$ cat src/rtl/ccff_loader.sv
// Configuration-chain programming controller: serialises host words MSB-first onto ccff_head,
// then optionally recirculates the chain once and compares CRC-16-CCITT of the tail stream.
module ccff_loader #(
  parameter int unsigned CHAIN_LEN = 36,
  parameter int unsigned DATA_W    = 8,
  parameter bit          VERIFY_EN = 1'b1
) (
  input  logic              prog_clk,
  input  logic              prog_rst_n,
  input  logic              start,
  input  logic              abort,
  input  logic              in_valid,
  input  logic [DATA_W-1:0] in_data,
  output logic              in_ready,
  output logic              ccff_head,
  input  logic              ccff_tail,
  output logic              ccff_shift_en,
  output logic              busy,
  output logic              done,
  output logic              err
);

  localparam int unsigned CntW = $clog2(CHAIN_LEN + 1);
  localparam int unsigned WbW  = $clog2(DATA_W + 1);
  localparam logic [CntW-1:0] LastBit  = CntW'(CHAIN_LEN - 1);
  localparam logic [WbW-1:0]  WordBits = WbW'(DATA_W);
  localparam logic [15:0]     CrcInit  = 16'hFFFF;

  typedef enum logic [1:0] {StIdle, StLoad, StVerify, StDone} state_e;

  state_e            state_q;
  logic [DATA_W-1:0] hold_q;
  logic [WbW-1:0]    wbits_q;
  logic [CntW-1:0]   bit_cnt_q;
  logic [15:0]       load_crc_q, vrf_crc_q;
  logic [15:0]       load_crc_next, vrf_crc_next;
  logic              done_q, err_q;
  logic              load_shift, accept;
  int unsigned       pending;

  function automatic logic [15:0] crc_step(input logic [15:0] crc, input logic b);
    return {crc[14:0], 1'b0} ^ ((crc[15] ^ b) ? 16'h1021 : 16'h0000);
  endfunction

  // All outputs decode registered state only; ccff_tail is itself a chain flop.
  always_comb begin
    load_shift    = (state_q == StLoad) && (wbits_q != '0);
    ccff_shift_en = load_shift || (state_q == StVerify);
    ccff_head     = 1'b0;
    if (state_q == StVerify)    ccff_head = ccff_tail;
    else if (state_q == StLoad) ccff_head = hold_q[DATA_W-1];
    pending       = 32'(bit_cnt_q) + 32'(wbits_q);
    in_ready      = (state_q == StLoad) && (wbits_q <= WbW'(1)) && (pending < CHAIN_LEN);
    accept        = in_valid && in_ready;
    busy          = (state_q == StLoad) || (state_q == StVerify);
    done          = done_q;
    err           = err_q;
    load_crc_next = crc_step(load_crc_q, ccff_head);
    vrf_crc_next  = crc_step(vrf_crc_q, ccff_tail);
  end

  always_ff @(posedge prog_clk or negedge prog_rst_n) begin
    if (!prog_rst_n) begin
      state_q    <= StIdle;
      hold_q     <= '0;
      wbits_q    <= '0;
      bit_cnt_q  <= '0;
      load_crc_q <= CrcInit;
      vrf_crc_q  <= CrcInit;
      done_q     <= 1'b0;
      err_q      <= 1'b0;
    end else if (abort) begin
      state_q <= StIdle;
      wbits_q <= '0;
      done_q  <= 1'b0;
      err_q   <= 1'b1;
    end else begin
      case (state_q)
        StIdle, StDone: begin
          if (start) begin
            state_q    <= StLoad;
            wbits_q    <= '0;
            bit_cnt_q  <= '0;
            load_crc_q <= CrcInit;
            vrf_crc_q  <= CrcInit;
            done_q     <= 1'b0;
            err_q      <= 1'b0;
          end
        end
        StLoad: begin
          if (load_shift) begin
            hold_q     <= hold_q << 1;
            wbits_q    <= wbits_q - 1'b1;
            bit_cnt_q  <= bit_cnt_q + 1'b1;
            load_crc_q <= load_crc_next;
          end
          // A new word lands on the same edge as the previous word's final bit.
          if (accept) begin
            hold_q  <= in_data;
            wbits_q <= WordBits;
          end
          if (load_shift && (bit_cnt_q == LastBit)) begin
            wbits_q   <= '0;
            bit_cnt_q <= '0;
            if (VERIFY_EN) begin
              state_q <= StVerify;
            end else begin
              state_q <= StDone;
              done_q  <= 1'b1;
            end
          end
        end
        StVerify: begin
          vrf_crc_q <= vrf_crc_next;
          bit_cnt_q <= bit_cnt_q + 1'b1;
          if (bit_cnt_q == LastBit) begin
            state_q <= StDone;
            done_q  <= 1'b1;
            err_q   <= (vrf_crc_next != load_crc_q);
          end
        end
        default: state_q <= StIdle;
      endcase
    end
  end

endmodule

$ cat config.mk
export PLATFORM = sky130hd
export DESIGN_NAME = ccff_loader
export DESIGN_NICKNAME = d
export VERILOG_FILES = /design/src/rtl/ccff_loader.sv
export SDC_FILE = /design/constraint.sdc
export NUM_CORES = 1
export LEC_CHECK = 0
export CAP_MARGIN = 10
export CORE_UTILIZATION = 55
export CTS_CLUSTER_SIZE = 20
export DETAILED_ROUTE_END_ITERATION = 7
export PLACE_DENSITY = 0.75
export SLEW_MARGIN = 10
export SYNTH_ARGS = -nofsm -noshare
export SYNTH_HDL_FRONTEND = slang
export SYNTH_SLANG_ARGS = --single-unit
export TNS_END_PERCENT = 30
$ cat constraint.sdc
create_clock -name prog_clk -period 2.9 [get_ports prog_clk]
set_input_delay 0.58 -clock prog_clk [delete_from_list [all_inputs] [get_ports prog_clk]]
set_output_delay 0.58 -clock prog_clk [all_outputs]
set_load 0.01 [all_outputs]
* Word level (Yosys, flattened, before mapping)
Index checks and enable logic that the tools add are counted.
** Cells by class
- Equal/unequal tests :: 13
- $lt $le $gt $ge :: 2
- Add/sub/neg operators :: 3
- Bitwise gates (word level) :: 5
- Multiplexer cells :: 32
- Reductions and logical operators :: 23
** Operators with widths (count)
- 16-bit case mux with 2 select lines :: 2
- 16-bit two-way mux :: 2
- 16-bit by 13-bit XOR with 16-bit output :: 2
- 13-bit two-way mux :: 2
- 3-bit AND reduction :: 7
- 4-bit two-way mux :: 5
- 6-bit two-way mux :: 3
- 6-bit case mux with 3 select lines :: 1
- 8-bit two-way mux :: 2
- 16-bit != test :: 1
- 3-bit by 2-bit != test with 1-bit output, second input constant :: 3
- 2-bit two-way mux :: 4
- 4-bit case mux with 2 select lines :: 1
- 6-bit by 4-bit adder with 7-bit output :: 1
- 7-bit by 6-bit < comparator with 1-bit output, second input constant :: 1
- 1-bit two-way mux :: 7
- 6-bit by 1-bit adder with 6-bit output, second input constant :: 1
- 6-bit == test, second input constant :: 1
- 2-bit != test, second input constant :: 3
- 2-bit case mux with 3 select lines :: 1
- 2-bit nonzero test :: 3
- 3-bit nonzero test :: 2
- 1-bit logical AND :: 5
- 5-bit by 4-bit != test with 1-bit output, second input constant :: 1
- 13 further kinds :: 17
** Word-level totals
- Register bits :: 54

* Depth between registers and ports, before layout
Gate-level depths: netlist (run 1).
- Depth in word-level cells :: 8
- Mapped depth :: 8
- Mapped depth without buffers :: 7

* Worst setup path after synthesis (run 1)
Ideal clock, no wire load.
- Path kind :: register -> output
- Start point :: reg wbits_q[1]
- End point :: out in_ready
- Cell stages (with the launch flop) :: 5
- Arrival :: 1.655 ns
- Path slack :: 0.665 ns
- Path through :: dfrtp_1 ha_1 a311o_1 o41ai_4 o211a_1
** On the way
- Word-level cells in the longest chain between the ends :: 3
** RTL lines
- start: declaration :: line 33 : logic [WbW-1:0] wbits_q;
- start signal: assignment :: line 93 : wbits_q <= wbits_q - 1'b1;
- start signal: assignment :: line 100 : wbits_q <= WordBits;
- 6-bit by 4-bit adder with 7-bit output or 4-bit by 1-bit <= comparator with 1-bit output (tied branches) :: line 52, 53
- 7-bit by 6-bit < comparator with 1-bit output or 1-bit logical AND (tied branches) :: line 53 : in_ready = (state_q == StLoad) && (wbits_q <= WbW'(1)) && (pending < CHAIN_LEN);
- 1-bit logical AND (*) :: line 53
- end: declaration :: line 14 : output logic in_ready,
Every way passes the cells marked *; elsewhere a longest branch is shown, timed or not.

* Worst setup path after layout (run 1)
Same ends and word-level chain as after synthesis.

==> impl_metrics.py, run 1 <==
metrics = {
    "synth": {
        "synthAdderAreaFrac_pct": 3.88,
        "synth_xor_area_share_pct": 6.34,
        "async_reset_ff_share_pct": 100,
        "syn_nets": 279,
        "ys.flop_type": "dfstp_2",
        "synth_area_leaders": "dfstp_2, dfrtp_1, o22a_1, ha_1, mux2i_1",
        "synth_edf_count": 0,
        "synth_compound_area_share_pct": 24.2,
        "syn_inst": 256,
        "synth_cell_type_count": 52,
        "synthMuxAreaShare_pct": 3.45,
        "synth_top_area_cell": "dfstp_2",
        "synthSimpleGateAreaFrac_pct": 11.4,
        "synth_seq_cells": 54,
        "yosys_warnings": 0,
        "syn_area_um2": 2900,
        "syn_avg_cell_area_um2": 11.3,
        "ys_seq_area_share_pct": 47.9,
        "yosysTopAreaCellShare_pct": 29.0,
        "synth_top_family_by_area": "compound AO/OA/AOI/OAI gates",
    },
    "grt": {
        "grt_pass1_wl_mm": 9.83,
        "grt_overflow_total": 0,
        "antenna_found_initial": 0,
        "track_usage_pct": 23.7,
        "grt_max_degree": 34,
        "grt_pass1_vias": 2094,
    },
    "timing": {
        "fmax_mhz": 372,
        "maxSlewViolCount": 0,
        "slew_headroom_pct": 51.1,
        "setup_tns_ns": 0,
        "fin_ws_ns": 0.208,
        "tightest_slew_ns": 0.734,
        "fin_crit_sh_pct": 92.8,
        "rsz0062_at_grt": "no",
        "finalCriticalPeriod_ns": 2.69,
        "skew_ns": 0.0136,
        "hold_viol": 0,
        "setup_violations": 0,
    },
    "route": {
        "wirelength_mm": 5.93,
        "met3_length_um": 161,
        "drt_pre_antenna_iters": 4,
        "via_per_inst": 6.09,
        "drc_errors": 0,
        "route.met2.wl_mm": 2.80,
        "ant_nets": 0,
        "drt_iter0_markers": 85,
        "topRoutingLayerUsed": "met4",
        "wl_per_cell_um": 16.7,
        "wl_met1_mm": 2.84,
        "vias": 2162,
    },
    "clock_tree": {
        "htreeDepth": 2,
        "clkSinkCount": 54,
        "clock_path_buffers": 2,
        "insertion_delay_ns": 0.31,
        "cts_tree": "built",
        "clockRootBuffer": "clkbuf_8",
        "ctsHoldBuffers": 0,
        "numCtsBuffers": 5,
        "path_clk_slew_ns": 0.11,
    },
    "layout": {
        "multiInputGateArea_um2": 1430,
        "synthToLayoutAreaGrowth_pct": 14.9,
        "drive_gt1_share_pct": 24.2,
        "final_common_cell": "dfstp_2",
        "final_cell_mix": "dfstp_2, o22a_1, dfrtp_1",
        "final_cells": 355,
        "fillCellCount": 421,
        "fin_nets": 307,
        "antenna_cells": 0,
        "regArea_um2": 1390,
        "final_util_pct": 65.3,
    },
    "pwr": {
        "p_leak_uw": 0.00132,
        "comb_power_share_pct": 44.6,
        "p_total_uw": 2810,
        "seqPwrFrac_pct": 37.3,
        "p_switching_uw": 1070,
        "p_per_area_nw_per_um2": 842,
        "p_clk_share_pct": 18.1,
        "intPower_uw": 1740,
        "swShare_pct": 38.0,
        "ir_worst_vdd_v": 0.000400,
    },
    "placement": {
        "dp_hpwl_mm": 4.15,
        "dp.cells": 344,
        "io_buffers": 19,
        "gp_congestion": 0.857,
        "post-place-ws_ns": 0.186,
    },
    "worst_setup_path": {
        "cpMaxStageDelayCell": "dfrtp_1",
        "crit_type": "reg2out",
        "cp.arrival_ns": 2.11,
        "cp-start-kind": "flop",
        "crit_fanout": 3,
        "crit_family": "compound AO/OA/AOI/OAI gates",
        "path_cells": "ha_1, a311o_1, o41ai_4, o211a_1, dlygate4sd2_1",
        "required_ns": 2.32,
        "slowest_delay_ns": 0.41,
        "crit_path_end_kind": "output port",
        "worstPathBufferInverterCount": 1,
    },
    "die": {
        "die-width_um": 74.7,
        "placeableCoreArea_um2": 5110,
        "start_util_pct": 56.8,
        "io_pins": 20,
        "row_count": 26,
        "die_h_um": 74.7,
        "die-area_um2": 5570,
    },
    "outcome": {
        "status": "finished, final reports clean",
    },
    "run": {
        "timing.max_cap.violations": 0,
    },
    "hold_path": {
        "hold_class": "in2async",
    },
}
[per-layer routing]
layer | up-vias | GRT usage, %
met3 | 13 | 4.28
met5 | - | 0
met1 | 1085 | 32.6
met4 | 0 | 8.60
li1 | 1021 | -
met2 | 43 | 37.6
[path summary, 6_finish.rpt]
path	endpoint	from	cells after the start	slack, ns
setup / recovery	in_ready	wbits_q[1]	5	0.21
hold / removal	wbits_q[3]	prog_rst_n	1	0.31
setup reg to reg	hold_q[5]	wbits_q[1]	7	0.42
hold reg to reg	vrf_crc_q[15]	vrf_crc_q[15]	1	0.53
max in group asynchronous	vrf_crc_q[12]	prog_rst_n	2	1.75
min in group prog_clk	vrf_crc_q[15]	vrf_crc_q[15]	1	0.53
[power by group through the flow]
stage          registers, µW  logic (µW)  clock network, µW
6_report                1050        1250                509
5_1_grt                 1070        1370                540
3_3_place_gp            1050        1210                  0
3_5_place_dp            1060        1230                  0
2_1_floorplan           1040         874                  0
4_1_cts                 1050        1250                515
[what timing repair did]
item,4_1_cts,5_1_grt
hold endpoints to repair,0,0
setup endpoints to repair,1,0
resized for setup,2,0
setup buffers,3,0
[state kept, by name (all words and copies together) (netlist names)]
name / cells
bit_cnt_q: 6
done: 1
err: 1
hold_q: 8
load_crc_q: 16
state_q: 2
vrf_crc_q: 16
wbits_q: 4
[through the flow]
stage | instance area (µm²) | hold slack, ns
after floorplan | 2900 | 0.284
after detailed placement | 3200 | 0.513
after global placement | 3200 | 0.511
after CTS | 3330 | 0.337
after global routing | 3330 | 0.388
final | 3330 | 0.312
[logic make-up (layout without fill, tap and decap cells)]
| family | after synthesis | after routing |
|---|---|---|
| buffers and inverters | 19 | 48 |
| DFF | 54 | 54 |
| muxes | 10 | 10 |
| AOI/OAI and AO/OA | 83 | 83 |
| adders and majority gates | 9 | 9 |
| and+or+nand+nor | 60 | 60 |
| xor gates and xnor gates | 21 | 21 |
[area by class of cell]
cell class,instances,area share (%)
Clock inverter,2,1.16
Timing Repair Buffer,32,8.44
Sequential cell,54,41.8
Clock buffer,6,2.18
Tap cell,70,2.63
Inverter,8,0.901
Multi-Input combinational cell,183,42.9
[cell usage after synthesis, types with 3 or more instances]
cell type  count
nand4_1        3
a21oi_1        3
ha_1           9
nand2_1       13
clkbuf_1       9
o21ai_1       10
o22ai_1        3
o22a_1        30
nor2_1         9
a2bb2oi_1      7
inv_1          8
nand2b_1       6
xnor2_1       10
dfstp_2       32
o41ai_1        3
a31oi_1        4
dfrtp_1       22
xor2_1        11
or2_2          7
nand3_1        3
mux2i_1       10
o21ai_0        5
nor3_1         6
No activity file was read; power rests on OpenSTA's default activity.
==> inputs of run 2 (changes only) <==
--- a/config.mk
+++ b/config.mk
@@ -7,7 +7,6 @@
 export LEC_CHECK = 0
 export CAP_MARGIN = 10
 export CORE_UTILIZATION = 55
-export CTS_CLUSTER_SIZE = 20
 export DETAILED_ROUTE_END_ITERATION = 7
 export PLACE_DENSITY = 0.75
 export SLEW_MARGIN = 10
==> results of run 2 <==
No change in the layout: final DEF, timing and power equal those of run 1.
==> inputs of run 3 (changes only) <==
--- a/config.mk
+++ b/config.mk
@@ -5,6 +5,7 @@
 export SDC_FILE = /design/constraint.sdc
 export NUM_CORES = 1
 export LEC_CHECK = 0
+export ABC_AREA = 1
 export CAP_MARGIN = 10
 export CORE_UTILIZATION = 55
 export DETAILED_ROUTE_END_ITERATION = 7
==> impl_metrics.py, run 3 <==
metrics = {
    "outcome": {
        "status": "finished, final reports clean",
    },
    "worst_setup_path": {
        "required_ns": 2.32,
        "crit_path_end_kind": "output port",
        "crit_fanout": 5,
        "cp.arrival_ns": 2.17,
        "cp-start-kind": "flop",
        "crit_type": "reg2out",
    },
    "synth": {
        "yosysMostFrequentCell": "nand2_1",
        "yosys_warnings": 0,
        "async_reset_ff_share_pct": 100,
        "ys_seq_area_share_pct": 45.5,
        "synth_area_leaders": "dfstp_2, dfrtp_1, nand2_1, inv_1, a22oi_1",
        "synth_edf_count": 0,
        "syn_area_um2": 3060,
        "synth_seq_cells": 54,
        "synth_cell_type_count": 39,
        "synth_commonest_cells": "nand2_1, inv_1, dfstp_2, nor2_1, a22oi_1",
        "syn_inst": 360,
        "syn_nets": 383,
        "ys.flop_type": "dfstp_2",
        "yosysTopAreaCellShare_pct": 27.5,
        "synth_top_area_cell": "dfstp_2",
        "syn_avg_cell_area_um2": 8.49,
    },
    "placement": {
        "gp_congestion": 0.841,
        "io_buffers": 19,
        "dp_hpwl_mm": 4.28,
    },
    "pwr": {
        "seqPwrFrac_pct": 38.0,
        "ir_worst_vdd_v": 0.000467,
        "swShare_pct": 40.6,
        "p_per_area_nw_per_um2": 774,
        "p_leak_uw": 0.00181,
        "intPower_uw": 1580,
        "p_clk_share_pct": 17.8,
        "comb_power_share_pct": 44.2,
        "p_switching_uw": 1080,
    },
    "clock_tree": {
        "clkSinkCount": 54,
        "path_clk_slew_ns": 0.09,
        "numCtsBuffers": 5,
        "htreeDepth": 2,
        "clock_path_buffers": 2,
        "clockRootBuffer": "clkbuf_8",
        "insertion_delay_ns": 0.31,
        "cts_tree": "built",
    },
    "layout": {
        "final_cell_mix": "nand2_1, inv_1, dfstp_2",
        "final_common_cell": "nand2_1",
        "antenna_cells": 0,
        "synthToLayoutAreaGrowth_pct": 12.0,
        "top_regs": "load_crc_q (16), vrf_crc_q (16), hold_q (8)",
        "fin_nets": 407,
        "drive_gt1_share_pct": 19.0,
    },
    "die": {
        "io_pins": 20,
        "die-width_um": 76.6,
        "die-area_um2": 5860,
        "placeableCoreArea_um2": 5240,
        "start_util_pct": 58.4,
        "row_count": 26,
        "die_h_um": 76.6,
    },
    "grt": {
        "grt_overflow_total": 0,
        "track_usage_pct": 22.1,
        "grt_pass1_wl_mm": 10.1,
        "grt_max_degree": 55,
        "antenna_found_initial": 0,
        "grt_pass1_vias": 2204,
    },
    "timing": {
        "hold_viol": 0,
        "setup_tns_ns": 0,
        "skew_ns": 0.0107,
        "finalCriticalPeriod_ns": 2.75,
        "setup_violations": 0,
        "rsz0062_at_grt": "no",
        "fmax_mhz": 364,
        "tightest_slew_ns": 0.669,
        "fin_crit_sh_pct": 94.8,
        "slew_headroom_pct": 55.4,
        "hold_ws_ns": 0.371,
        "maxSlewViolCount": 0,
    },
    "route": {
        "wl_per_cell_um": 12.9,
        "drc_errors": 0,
        "wirelength_mm": 5.87,
        "drt_pre_antenna_iters": 5,
        "vias": 2363,
        "ant_nets": 0,
        "via_per_inst": 5.19,
        "drt_iter0_markers": 126,
    },
    "hold_path": {
        "hold_class": "in2async",
    },
    "run": {
        "timing.max_cap.violations": 0,
    },
}
[run 3: cell count changes after synthesis, sizes merged, moves of 6 or more]
cell,change
nand2b,-6
a22oi,+26
nand3,+6
nor2,+25
clkbuf,-9
a21oi,+6
xnor2,-7
inv,+63
a2bb2oi,-6
or2,-8
mux2i,-10
nand2,+63
o22a,-30
[run 3: path summary, 6_finish.rpt]
check                      startpoint            end  slack, ns  depth (start not counted)
max in group asynchronous  prog_rst_n     wbits_q[2]       2.06                          2
hold reg to reg             hold_q[3]      hold_q[3]       0.49                          2
setup reg to reg           wbits_q[2]      hold_q[6]       0.80                         12
setup / recovery           state_q[1]  ccff_shift_en       0.15                          7
hold / removal             prog_rst_n      hold_q[4]       0.37                          2
min in group prog_clk       hold_q[3]      hold_q[3]       0.49                          2
[run 3: stage by stage]
step / setup WS (ns) / power [µW] / cell area [µm²] / util [%] / std cells
2_1_floorplan: 0.984 / 1880 / 3060 / - / 360
3_3_place_gp: 0.463 / 2150 / 3300 / 63.0 / 445
3_5_place_dp: 0.385 / 2180 / 3300 / 63.0 / 445
4_1_cts: 0.0462 / 2660 / 3410 / 65.1 / 453
5_1_grt: 0.0123 / 2860 / 3430 / 65.4 / 455
6_report: 0.152 / 2650 / 3430 / 65.4 / 455
[run 3: kinds of logic (layout without fill, tap and decap cells)]
group	Yosys count	in the layout	share of synthesized area, %
and+or+nand+nor	135	135	20.6
buffers and inverters	78	103	10.4
AOI/OAI and AO/OA	69	69	15.3
DFF	54	54	45.5
xor gates and xnor gates	15	15	4.54
adders and majority gates	9	9	3.68
[run 3: per-layer routing]
metal	global-route usage [%]	wire, µm
met1	30.1	2880
met4	6.15	60
met3	4.07	143
met2	36.1	2780
met5	0	0
[run 3: final cells by class]
cell class | instances | area (µm²)
clock buffers | 7 | 97.6
clock inverters | 1 | 8.76
fillers | 472 | 1810
inverters | 71 | 267
multi-input cells | 228 | 1350
flip-flops and latches | 54 | 1390
well taps | 70 | 87.6
repair buffers | 24 | 225
[run 3: power groups by stage]
stage	sequential [µW]	clock [µW]	combinational [µW]
2_1_floorplan	1000	0	878
3_3_place_gp	1020	0	1130
3_5_place_dp	1020	0	1150
4_1_cts	1010	487	1160
5_1_grt	1030	518	1310
6_report	1010	472	1170
[run 3: repair_timing]
item / CTS / global route
setup endpoints to repair: 0 / 1
hold buffers: 0 / 0
setup buffers: 0 / 2
gates resized for setup: 0 / 2
[run 3: critical path, cell delays in order (launching register included)]
cell and delay [ns]:
dfrtp_1 0.39, inv_1 0.09, ha_1 0.29, inv_2 0.12, nor2_1 0.26, inv_2 0.10
nand2_1 0.08, clkdlybuf4s50_1 0.53
==> RTL edit 1: new RTL, config.mk and constraints of run 2 <==
Change the parameter `CHAIN_LEN` from 36 to 72.
--- a/src/rtl/ccff_loader.sv
+++ b/src/rtl/ccff_loader.sv
@@ -2,5 +2,5 @@
 // then optionally recirculates the chain once and compares CRC-16-CCITT of the tail stream.
 module ccff_loader #(
-  parameter int unsigned CHAIN_LEN = 36,
+  parameter int unsigned CHAIN_LEN = 72,
   parameter int unsigned DATA_W    = 8,
   parameter bit          VERIFY_EN = 1'b1
Formal check against the unedited RTL: same outputs for any inputs over 10 cycles, from zero or initial values and one cycle with prog_rst_n low; that may be too few to reach the edited logic, so the function may still have changed.
==> RTL edit 1 against run 2 <==
- via count up 2.7%
- design area up 2.1%
- area after synthesis up 1.5%
- clock power down 1%
- total power down 5.9%
- critical path type unchanged
- sequential cell count up 1
- setup slack worse by 0.092 ns
- routed wire length up 4.7%
==> RTL edit 1: results (changes against run 2) <==
- Status: finished, final reports clean
- Largest regs: load_crc_q: 16 flops, vrf_crc_q: 16 flops, hold_q: 8 flops
- Post-DP HPWL: 4290 um (+3.3%)
- Critical path's top delay family: compound AO/OA/AOI/OAI gates
- P_sw: 958 uW (-10%)
- Worst reg2reg startpoint: state_q[0]
- Crit Path Max Fanout: 4 (+1)
- Slew margin rel.: 33.2% (-18 points)
- CTS resizes: 1 (-1)
- TritonCTS buffer count: 5 (unchanged)
- Total track usage: 24.2% (+0.50 points)
- Clk buf depth: 2 (unchanged)
- CTS Hold Bufs: 0 (unchanged)
- Setup repair bufs after CTS: 0 (-3)
- Initial antenna violation count: 0 (unchanged)
- Share of layout cells above drive strength 1: 25.8% (+1.6 points)
- Routed via count: 2221 (+2.7%)
- CP max stage cell: clkdlybuf4s50_1
- Post-DP Area: 0.00324 sq mm (+1.1%)
- Post-synthesis async set-or-reset flop share: 100% (unchanged)
- Leakage: 0.00129 uW (-2.3%)
- Wire per inst: 17.2 um (+3.0%)
- Vias in the first global route: 2104 (+0.48%)
- Inst Count DP: 352 (+2.3%)
- Critical Path Source: bit_cnt_q[1]
- Clk_skew: 0.0107 ns (-0.00287 ns)
- Number of I/O port buffers: 19 (unchanged)
- Pre-CTS setup slack: 0.358 ns (+0.172 ns)
- Cell Count, Final, Fillers Out: 361 (+1.7%)
- Synth top cells by count: dfstp_2 (32), o22a_1 (32), dfrtp_1 (23), nand2_1 (23), xor2_1 (16)
- Placer Congestion: 0.786 (-8.2%)
- Primary flip-flop cell chosen by synthesis mapping: dfstp_2
- Sequential fraction of the synthesis area: 48.1% (+0.14 points)
- Nets: 314 (+2.3%)
- Sw frac: 36.3% (-1.8 points)
- Reg clk slew, reported paths: 0.10 ns
- First-pass GRT wire length: 10100 um (+2.9%)
- Syn Nets: 288 (+3.2%)
- Largest net degree at the start of global routing: 27 (-21%)
- Worst min path class: input pin to asynchronous set/reset pin
- H-tree depth: 2 (unchanged)
- VDD IR max: 360 uV (-10%)
- Fill cells: 435 (+3.3%)
- Initial DRC count: 133 (+56%)
- Ys Warns: 0 (unchanged)
- Arr. time, crit path: 2.20 ns (+0.09 ns)
- Post-Synthesis Cells: 264 (+3.1%)
- Largest stage delay, worst path: 0.47 ns (+0.06 ns)
- Sequential cell area: 0.00142 sq mm (+1.9%)
- Synth cell types: 58 (+12%)
- Most area-consuming cells after synthesis: dfstp_2 (29%), dfrtp_1 (20%), o22a_1 (9.5%)
## RTL edit 1: cell types whose count changed after synthesis, moves of 5 or more
cell     change
xnor2_1      -5
nand2_1     +10
or2_2        -6
nor3_1       -5
o22ai_1      +7
mux2i_1      -6
xor2_1       +5
o21ai_1     -10
## RTL edit 1: cell families after synthesis
logic type | Yosys count | synth area share [%]
compound gates | 91 | 25.6
fa+ha+maj | 10 | 4.25
buf+inv | 19 | 2.97
mux | 4 | 1.36
flops | 55 | 48.1
xor+xnor | 21 | 6.24
simple gates | 64 | 11.5
## RTL edit 1: worst paths after layout
| check | cells after the start | endpoint | slack [ns] |
|---|---|---|---|
| min reg2reg | 2 | err | 0.50 |
| max in group asynchronous | 2 | load_crc_q[0] | 1.95 |
| min | 1 | bit_cnt_q[4] | 0.26 |
| max | 6 | in_ready | 0.12 |
| min in group prog_clk | 2 | err | 0.50 |
| max reg2reg | 5 | vrf_crc_q[3] | 0.75 |
## RTL edit 1: power by group through the flow
stage	logic, uW	clock network [uW]	registers (uW)
CTS	1040	516	1090
detailed placement	1030	0	1100
finish	1050	503	1090
global route	1160	538	1110
global placement	1010	0	1090
floorplan	737	0	1070
## RTL edit 1: cell type report
| type | instances | area share [%] |
|---|---|---|
| multi-input cells | 190 | 43.6 |
| flip-flops and latches | 55 | 41.7 |
| repair buffers | 30 | 7.87 |
| clock buffers | 6 | 2.76 |
| well taps | 70 | 2.57 |
| inverters | 8 | 0.882 |
| clock inverters | 2 | 0.588 |
## RTL edit 1: layer usage
| metal | global-route usage (%) | vias to the layer above | share of wire [%] |
|---|---|---|---|
| met5 | 0 | - | 0 |
| li1 | - | 1055 | - |
| met3 | 4.69 | 7 | 3.4 |
| met1 | 33.9 | 1123 | 47 |
| met4 | 7.41 | 0 | 1.1 |
| met2 | 38.2 | 36 | 48 |
==> RTL edit 2: new RTL, settings of run 2 <==
Without the edit above. Encoding of `state_e`: now one-hot (4 bits for 4 states).
--- a/src/rtl/ccff_loader.sv
+++ b/src/rtl/ccff_loader.sv
@@ -27,5 +27,5 @@
   localparam logic [15:0]     CrcInit  = 16'hFFFF;
 
-  typedef enum logic [1:0] {StIdle, StLoad, StVerify, StDone} state_e;
+  typedef enum logic [3:0] {StIdle = 4'b0001, StLoad = 4'b0010, StVerify = 4'b0100, StDone = 4'b1000} state_e;
 
   state_e            state_q;
Check against the original RTL: same outputs for any inputs over 10 cycles, from zero or initial values and one cycle with prog_rst_n low; not proved beyond that.
==> RTL edit 2 against run 2 <==
- sequential cell count up 2
- sequential share of layout area up 1.5 points
- area after synthesis up 2.4%
- global-route usage up 0.16 points
- largest cell class is now flip-flops and latches
- design area up 0.15%
- non-clock buffer count down 5
- routed wire length up 3.7%
- setup slack worse by 0.15 ns
Power is not compared: it rests on default switching activity, and its combinational part moved more than twofold at a synthesized area within 25%.
==> RTL edit 2: results (changes against run 2) <==
- Most area-consuming cells after synthesis: dfstp_2 (29%), dfrtp_1 (19%), nand2_1 (6.8%)
- Met3 usage: 4.50% (+0.21 points)
- Clk_skew: 0.0130 ns (-0.000607 ns)
- Post-DP HPWL: 4250 um (+2.3%)
- CP max stage cell: clkdlybuf4s50_1
- Synth cell types: 48 (-7.7%)
- Arr. time, crit path: 2.26 ns (+0.15 ns)
- Initial DRC count: 106 (+25%)
- Worst reg2reg startpoint: bit_cnt_q[3]
- Sequential fraction of the synthesis area: 48.5% (+0.60 points)
- Fill cells: 426 (+1.2%)
- Slew @ Worst Pin: 0.865 ns (+0.131 ns)
- Largest family of logic cells by synthesized area: simple AND/OR/NAND/NOR gates
- Largest stage delay, worst path: 0.48 ns (+0.07 ns)
- Status: finished, final reports clean
- GRT met2 Usage: 39.7% (+2.0 points)
- Largest net degree at the start of global routing: 35 (+2.9%)
- Synth top cells by count: nand2_1 (54), dfstp_2 (33), o21ai_0 (31), dfrtp_1 (23), nor2_1 (22)
- Wire per inst: 15.1 um (-9.3%)
- Reg2Reg Setup Slack: 0.20 ns (-0.22 ns)
- Routed via count: 2362 (+9.3%)
- Crit Path Max Fanout: 4 (+1)
- Compound-Gate Fraction of Synth Area: 17.9% (-6.3 points)
- R2R cell count: 9 (+2)
- Met1 wire length: 2810 um (-1.2%)
- Met3 routed WL: 257 um (+60%)
- R2R Path End: hold_q[4]
- Mux cell area share after synthesis: 0.715% (-2.7 points)
- First-pass GRT wire length: 10100 um (+2.7%)
- Met2 wire len: 3010 um (+7.6%)
- Met1 Use GR: 31.4% (-1.2 points)
- Placer Congestion: 0.783 (-8.6%)
- Synth Area in XOR/XNOR: 6.48% (+0.15 points)
- Syn Nets: 339 (+22%)
[RTL edit 2: cell count changes after synthesis, sizes merged, moves of 4 or more]
| cell | before | now |
|---|---|---|
| a21oi | 3 | 13 |
| mux2i | 10 | 1 |
| nand2 | 13 | 55 |
| nor2 | 9 | 22 |
| nor4 | 1 | 5 |
| o21ai | 16 | 39 |
| o22a | 30 | 0 |
| o22ai | 3 | 10 |
| or2 | 8 | 2 |
[RTL edit 2: through the flow]
step                      worst slack (ns)  area, sq um  TNS, ns  std cells  hold slack [ns]
after floorplan                      0.649         2970        0        318            0.284
after global placement               0.425         3220        0        397            0.455
after detailed placement             0.279         3220        0        397            0.456
after CTS                          0.00983         3320        0        405            0.300
after global routing               -0.0560         3340  -0.0694        406            0.324
final                               0.0556         3340        0        406            0.283
[RTL edit 2: repair_timing]
item	in CTS	in global routing
setup endpoints to repair	1	3
buffers inserted	0	1
pin swaps	1	0
resized for setup	0	3
[RTL edit 2: worst max path at each step]
stage                       endpoint  slack, ns         start
final                       in_ready       0.06  bit_cnt_q[1]
after global placement    wbits_q[2]       0.43         abort
after global routing        in_ready      -0.06  bit_cnt_q[1]
after detailed placement  wbits_q[2]       0.28         abort
after floorplan            hold_q[0]       0.65    wbits_q[1]
after CTS                   in_ready       0.01  bit_cnt_q[1]
[RTL edit 2: cell type report]
type | count | area, sq um | share of cell area, %
Tap cell | 70 | 87.6 | 2.62
Inverter | 8 | 30.0 | 0.899
Timing Repair Buffer | 27 | 245 | 7.34
Multi-Input combinational cell | 237 | 1430 | 42.8
Clock buffer | 7 | 97.6 | 2.92
Sequential cell | 56 | 1440 | 43.2
Clock inverter | 1 | 5.00 | 0.150
